--- src/rtl/ring_osc_pkg.sv ---
// Shared definitions for the clocked ring-oscillator model: trim width,
// half-period counter width and the trim popcount helper.
package ring_osc_pkg;

  localparam int TRIM_W = 26;
  localparam int HALF_W = 16;

  // Trim is thermometer-like: only the number of set bits matters.
  function automatic logic [4:0] popcount26(input logic [25:0] v);
    logic [4:0] c;
    c = '0;
    for (int i = 0; i < 26; i++) begin
      c = c + {4'd0, v[i]};
    end
    return c;
  endfunction

endpackage

--- src/rtl/ring_osc_phase_gen.sv ---
// Half-period counter driving the internal hiclock and the two quadrature
// outputs; every toggle of hiclock advances exactly one of the two phases.
module ring_osc_phase_gen
  import ring_osc_pkg::*;
(
  input  logic              clk,
  input  logic              ireset,
  input  logic [HALF_W-1:0] half,
  output logic [1:0]        clockp
);

  logic [HALF_W-1:0] cnt;
  logic              hiclock;
  logic              toggle;

  // ">=" rather than "==" so a shrinking half never lets cnt wrap past it.
  assign toggle = (cnt >= half - HALF_W'(1));

  // NOTE: state registers use non-blocking assignments so every flop samples
  // the pre-edge value of cnt/hiclock, independent of statement order.
  always_ff @(posedge clk) begin
    if (ireset) begin
      cnt     <= '0;
      hiclock <= 1'b0;
      clockp  <= 2'b00;
    end else if (toggle) begin
      cnt     <= '0;
      hiclock <= ~hiclock;
      if (!hiclock) clockp[0] <= ~clockp[0];
      else          clockp[1] <= ~clockp[1];
    end else begin
      cnt <= cnt + HALF_W'(1);
    end
  end

endmodule

--- config.mk ---
export PLATFORM = sky130hd
export DESIGN_NAME = ring_osc_phase_gen
export DESIGN_NICKNAME = d
export VERILOG_FILES = /design/src/rtl/ring_osc_pkg.sv /design/src/rtl/ring_osc_phase_gen.sv
export SDC_FILE = /design/constraint.sdc
export NUM_CORES = 1
export LEC_CHECK = 0
export CORE_ASPECT_RATIO = 0.8
export CORE_UTILIZATION = 55
export DETAILED_ROUTE_END_ITERATION = 10
export PLACE_DENSITY = 0.82
export SLEW_MARGIN = 40
export SYNTH_ARGS = -nofsm -noshare
export SYNTH_HDL_FRONTEND = slang
export SYNTH_SLANG_ARGS = --single-unit
--- constraint.sdc ---
create_clock -name clk -period 7.6 [get_ports clk]
set_input_delay 2.28 -clock clk [delete_from_list [all_inputs] [get_ports clk]]
set_output_delay 2.28 -clock clk [all_outputs]
set_load 0.01 [all_outputs]
==> flow_metrics.tcl, run 1 <==
set metrics [dict create \
    status "finished clean" \
    grt-ovfl-total 0 \
    max-vdd-ir-drop_mv 0.08247 \
    worstSetupPathType "input pin to flop" \
    reg2reg_slack_ps 5320 \
    clk_pin_slew_ps 120 \
    grt_setup_unrepaired "no" \
    dieArea_sq_um 2906 \
    crit_chain "clkdlybuf4s50_1, nor4_1, nor4b_4, nand2_1, nor3_1, xnor2_1, ha_1, nand4_4, nor3_4, nand3_1, and3_1, or4_4" \
    nets 231 \
    final_cell_mix "nor2_1 (26), dfxtp_1 (19), clkdlybuf4s50_1 (19), ha_1 (18), xnor2_1 (15)" \
    cts-root-buf "clkbuf_4" \
    dpl_cell_area_sq_um 1712 \
    drive_gt1_share_pct 6.186 \
    reg2reg_depth 7 \
    place.gp.congestion 0.8839 \
    cts.repair.resized 0 \
    tightest_slew_ps 471.9 \
    post_cts_buffers 0 \
    fin_area_sq_um 1739 \
    power_density_nw_per_um2 114.2 \
    critical_path_buf_inv_count 1 \
    hold_path.class "flop to flop" \
    critPathMaxFanout 4 \
    antenna_cells 0 \
    ys_types 37 \
    initialDrtViolationCount 46 \
    drt_drc_violations_left 0 \
    drv_cap 0 \
    path_depth 12 \
    h-tree-depth 1 \
    clock_skew_ps 12.63 \
    path_delay_family "simple AND/OR/NAND/NOR gates" \
    ys_seq_elements 19 \
    finalCritPeriodShare_pct 71.65 \
    port_buffers 19 \
    ant_nets 0 \
    crit_end "clockp[1]$_SDFFE_PP0P_" \
    slew_headroom_pct 68.47 \
    track_usage_pct 24.36 \
    fp.dieH_um 48.42 \
    finalHoldViolations 0 \
    setup_violations 0 \
    antenna_found_initial 0 \
    hold_buffers 0 \
    p_leak_nw 0.6873 \
    drv_slew 0 \
    grt_max_degree 17 \
    timing.rr.start "cnt[0]$_SDFF_PP0_" \
    cts_tree "yes" \
    start_util_pct 59.20 \
    dp_hpwl_um 2568 \
    critPathCaptureType "flop" \
    core_sq_um 2502 \
    max_freq_ghz 0.1836 \
    cp.arrival_ps 5640 \
    worst_ep_required_time_ps 7800 \
    rr_endpoint "cnt[12]$_SDFF_PP0_" \
    wl_um 3069 \
    via_per_inst 5.535 \
    rows 16 \
    cpMaxStageDelayCell "or4_4" \
    die_w_um 60.03 \
    setup_ws_ps 2155 \
    fillerInstances 207 \
    dr.pass1.iters 4 \
    area_delta_synth_final_pct 17.40 \
    grt_pass1_vias 1259 \
    place_ws_ps 1825 \
    clk_latency_ps 310 \
    critical_path.max_stage_delay_ps 490 \
    yosysSeqAreaShare_pct 25.68 \
    cts_max_path_buffers 2 \
    tns_ps 0 \
    grt_first_pass_wirelength_um 5395 \
    syn-cell-area_sq_um 1481 \
    fin_util_pct 69.50 \
    syn_area_per_cell_sq_um 8.613 \
    cts.sinks 19 \
    ioPinCount 20 \
    vias 1273 \
    wire_per_inst_um 13.34 \
    mostFrequentLayoutCell "nor2_1" \
    crit_path_start_kind "input pin" \
    synth_fp_nets 208 \
    syn_inst 172 \
    ys_warn_count 0 \
    startpoint "half[3]" \
    p_total_mw 0.1986 \
    cts_buffers 3 \
    min_period_ps 5445 \
]
==> cells by family after synthesis <==
family                     after synthesis  share of synthesized area [%]
and+or+nand+nor                         81                          31.33
xor gates and xnor gates                28                          16.55
AOI/OAI and AO/OA                       19                          8.953
DFF                                     19                          25.68
adders and majority gates               18                          15.20
buffers and inverters                    6                          1.605
muxes                                    1                         0.6757
==> Yosys cell counts <==
cell,number,area (sq um)
nor4b_4,1,23.77
nor3_1,2,10.01
nand4_1,2,12.51
nand2b_1,4,25.02
o22ai_1,2,12.51
inv_1,5,18.77
a31oi_1,1,6.260
or4_1,1,7.510
nand3b_2,1,11.26
or3_1,2,12.51
mux2i_1,1,10.01
nand3_1,7,35.03
buf_2,1,5.000
a21o_1,1,7.510
nor3b_1,2,15.01
xor2_1,13,113.9
a311o_1,1,10.01
o21bai_1,1,7.510
nor2_1,26,97.59
nand4_4,1,21.27
and3_1,7,43.79
ha_1,18,225.2
or3b_2,1,8.760
a2111o_1,1,11.26
nor3_4,1,16.27
nor3_2,1,10.01
dfxtp_1,19,380.4
a211oi_4,1,20.02
o21a_1,1,7.510
xnor2_1,15,131.4
o21ai_0,3,15.01
nand3b_1,1,7.510
or4_4,1,11.26
nor4_1,4,25.02
nand2_1,14,52.55
a21oi_1,7,35.03
and4_1,2,17.52
==> power breakdown <==
group	internal, mW	switching (mW)
combinational	0.0220	0.0189
sequential	0.102	0.00246
clock	0.0196	0.0336
==> layer usage <==
metal	vias to the layer above	track usage, %	wire (um)	part of all wire, %
met3	4	5.080	116	3.8
li1	653	-	-	-
met4	0	5.426	35	1.1
met1	590	31.23	1421	46
met5	-	0	0	0
met2	26	41.30	1495	49
==> cell type report <==
type,instances,area (sq um),share of cell area [%]
multi-input cells,147,1077,61.94
clock inverters,1,5.005,0.2878
flip-flops and latches,19,380.4,21.87
inverters,5,18.77,1.079
well taps,36,45.04,2.590
clock buffers,3,22.52,1.295
repair buffers,19,190.2,10.94
==> worst min path at each step <==
stage | start | to | cells after the start
after floorplan | cnt[0]$_SDFF_PP0_ | cnt[0]$_SDFF_PP0_ | 1
after global placement | cnt[0]$_SDFF_PP0_ | cnt[0]$_SDFF_PP0_ | 1
after detailed placement | cnt[0]$_SDFF_PP0_ | cnt[0]$_SDFF_PP0_ | 1
after CTS | cnt[0]$_SDFF_PP0_ | cnt[0]$_SDFF_PP0_ | 1
after global routing | cnt[0]$_SDFF_PP0_ | cnt[0]$_SDFF_PP0_ | 1
final | cnt[0]$_SDFF_PP0_ | cnt[0]$_SDFF_PP0_ | 1
==> flip-flops by register name, indices dropped and copies added, names as in the netlist <==
name / flops
cnt: 16
clockp: 2
hiclock: 1
==> per-stage QoR <==
stage                     hold slack, ps  std cells
after global routing               553.0        230
after global placement             463.5        226
after detailed placement           494.9        226
after floorplan                    437.4        172
final                              518.3        230
after CTS                          524.6        230
No activity file was read; power rests on OpenSTA's default activity.
==> run 2, diff against run 1 <==
--- a/config.mk
+++ b/config.mk
@@ -6,9 +6,9 @@
 export NUM_CORES = 1
 export LEC_CHECK = 0
 export CORE_ASPECT_RATIO = 0.8
-export CORE_UTILIZATION = 55
+export CORE_UTILIZATION = 49
 export DETAILED_ROUTE_END_ITERATION = 10
-export PLACE_DENSITY = 0.82
+export PLACE_DENSITY = 0.77
 export SLEW_MARGIN = 40
 export SYNTH_ARGS = -nofsm -noshare
 export SYNTH_HDL_FRONTEND = slang
==> constraint.sdc (replaced) <==
create_clock -name clk -period 4.4 [get_ports clk]
set_input_delay 1.32 -clock clk [delete_from_list [all_inputs] [get_ports clk]]
set_output_delay 1.32 -clock clk [all_outputs]
set_load 0.01 [all_outputs]
==> run 2 against run 1 <==
Net effect: sequential cell count stayed put; global-route usage fell by 0.90 points; count of clock-buffer cells in the layout unchanged; highest routed layer unchanged.
==> flow_metrics.tcl, run 2 (synthesis gave the netlist of run 1 again) <==
set metrics [dict create \
    dieArea_sq_um 3249 \
    tightest_slew_ps 423.2 \
    critPathMaxFanout 3 \
    via_per_inst 5.433 \
    cts_max_path_buffers 2 \
    start_util_pct 52.76 \
    initialDrtViolationCount 54 \
    finalCritPeriodShare_pct 94.96 \
    fin_area_sq_um 1988 \
    track_usage_pct 23.46 \
    clk_latency_ps 260 \
    vias 1380 \
    max_freq_ghz 0.2393 \
    top_regs "cnt (16), clockp (2), hiclock (1)" \
    grt_first_pass_wirelength_um 5816 \
    cts-root-buf "clkbuf_8" \
    h-tree-depth 1 \
    area_delta_synth_final_pct 34.21 \
    wire_per_inst_um 13.56 \
    p_total_mw 0.3882 \
    antenna_cells 0 \
    clock_power_share_pct 31.9 \
    min_to "cnt[0]$_SDFF_PP0_" \
    worst_ep_required_time_ps 4540 \
    wl_um 3445 \
    regArea_sq_um 380.4 \
    status "finished clean" \
    grt_pass1_vias 1329 \
    drv_slew 0 \
    antenna_found_initial 0 \
    worstHoldStart "cnt[0]$_SDFF_PP0_" \
    p_comb_share_pct 21.7 \
    drt_drc_violations_left 0 \
    nets 253 \
    holdPathStages 1 \
    timing.rr.start "cnt[0]$_SDFF_PP0_" \
    max-vdd-ir-drop_mv 0.1717 \
    hold_buffers 0 \
    drive_gt1_share_pct 19.44 \
    switching_power_mw 0.1027 \
    slew_headroom_pct 71.53 \
    mostFrequentLayoutCell "nor2_1" \
    die_w_um 63.48 \
    cts_buffers 3 \
    grt_setup_unrepaired "no" \
    p_int_mw 0.2854 \
    netSwitchingFraction_pct 26.46 \
    grt-ovfl-total 0 \
    port_buffers 19 \
    p_leak_nw 0.8456 \
    dpl_cell_area_sq_um 1877 \
    clock_skew_ps 5.913 \
    core_sq_um 2808 \
    rr_endpoint "clockp[1]$_SDFFE_PP0P_" \
    rows 17 \
    worstSetupPathType "input pin to flop" \
    min_period_ps 4178 \
    ioPinCount 20 \
    place.gp.congestion 0.8282 \
    finalHoldViolations 0 \
    multiInputGateArea_sq_um 1120 \
    grt_max_degree 17 \
    cts.sinks 19 \
    dp_hpwl_um 2738 \
    final_cell_mix "nor2_1 (25), buf_4 (21), dfxtp_1 (19), ha_1 (18), clkdlybuf4s50_1 (16)" \
    fillerInstances 227 \
    power_density_nw_per_um2 195.2 \
    dr.pass1.iters 4 \
    largest_register_ffs 16 \
    clk_pin_slew_ps 80 \
    cts_tree "yes" \
    p_seq_share_pct 46.4 \
    cp.arrival_ps 4320 \
    hold_path.class "flop to flop" \
    critPathCaptureType "flop" \
    reg2reg_slack_ps 2230 \
    fp.dieH_um 51.18 \
    reg2reg_depth 8 \
    drv_cap 0 \
    top_register "cnt" \
    crit_path_start_kind "input pin" \
    ant_nets 0 \
    setup_violations 0 \
]
-- run 2: changes by cell type in the layout (fill, tap and decap cells not counted), sizes merged --
| cell | previous run | this run |
|---|---|---|
| buf | 0 | 22 |
| dlymetal6s2s | 0 | 3 |
| clkdlybuf4s50 | 19 | 16 |
-- run 2: worst max-delay path: stages --
cell             delay (ps)
clkdlybuf4s50_1         440
nor4_2                  160
buf_4                   160
nor4b_4                 240
nand2_2                 130
nor3_2                  210
xnor2_1                 100
ha_1                    340
a21oi_1                 100
o21ai_0                 350
nor3b_1                  90
and3_1                  190
or4_4                   490
-- run 2: layer usage --
metal	wire, um	track usage (%)	up-vias
li1	-	-	698
met5	0	0	-
met4	57	10.61	0
met1	1533	26.49	650
met2	1744	41.67	25
met3	110	6.027	7
-- run 2: layout make-up --
cell class / instances / area share (%)
multi-input cells: 147 / 56.32
inverters: 5 / 0.9440
clock buffers: 3 / 2.077
clock inverters: 1 / 0.2517
well taps: 38 / 2.391
flip-flops and latches: 19 / 19.13
repair buffers: 41 / 18.88
-- run 2: worst max-delay path by stage --
stage               startpoint                endpoint  slack, ps  depth (start not counted)
global placement       half[5]  clockp[1]$_SDFFE_PP0P_       -110                         13
CTS                    half[5]  clockp[1]$_SDFFE_PP0P_         20                         13
global route           half[5]  clockp[1]$_SDFFE_PP0P_         20                         13
floorplan              half[5]  clockp[1]$_SDFFE_PP0P_        340                         11
finish                 half[5]  clockp[1]$_SDFFE_PP0P_        220                         13
detailed placement     half[5]  clockp[1]$_SDFFE_PP0P_       -250                         13
-- run 2: power groups by stage --
stage	registers, mW	logic, mW	clock network [mW]
5_1_grt	0.181	0.0928	0.135
3_3_place_gp	0.184	0.0772	0
6_report	0.180	0.0842	0.124
4_1_cts	0.180	0.0817	0.128
3_5_place_dp	0.184	0.0803	0
2_1_floorplan	0.184	0.0373	0
-- run 2: timing repair --
action	4_1_cts	5_1_grt
endpoints found under the setup margin	0	19
setup buffers	0	2
resized for setup	0	12
-- run 2: per-stage QoR --
stage | cells | TNS [ps] | util, % | hold WS (ps) | worst slack (ps)
detailed placement | 248 | -2086 | 66.84 | 467.6 | -250.2
finish | 254 | 0 | 70.81 | 477.4 | 222.0
global placement | 248 | -903.7 | 66.84 | 454.9 | -112.3
floorplan | 172 | 0 | - | 437.4 | 335.1
global route | 254 | 0 | 70.81 | 505.6 | 16.45
CTS | 252 | 0 | 68.49 | 485.5 | 23.09
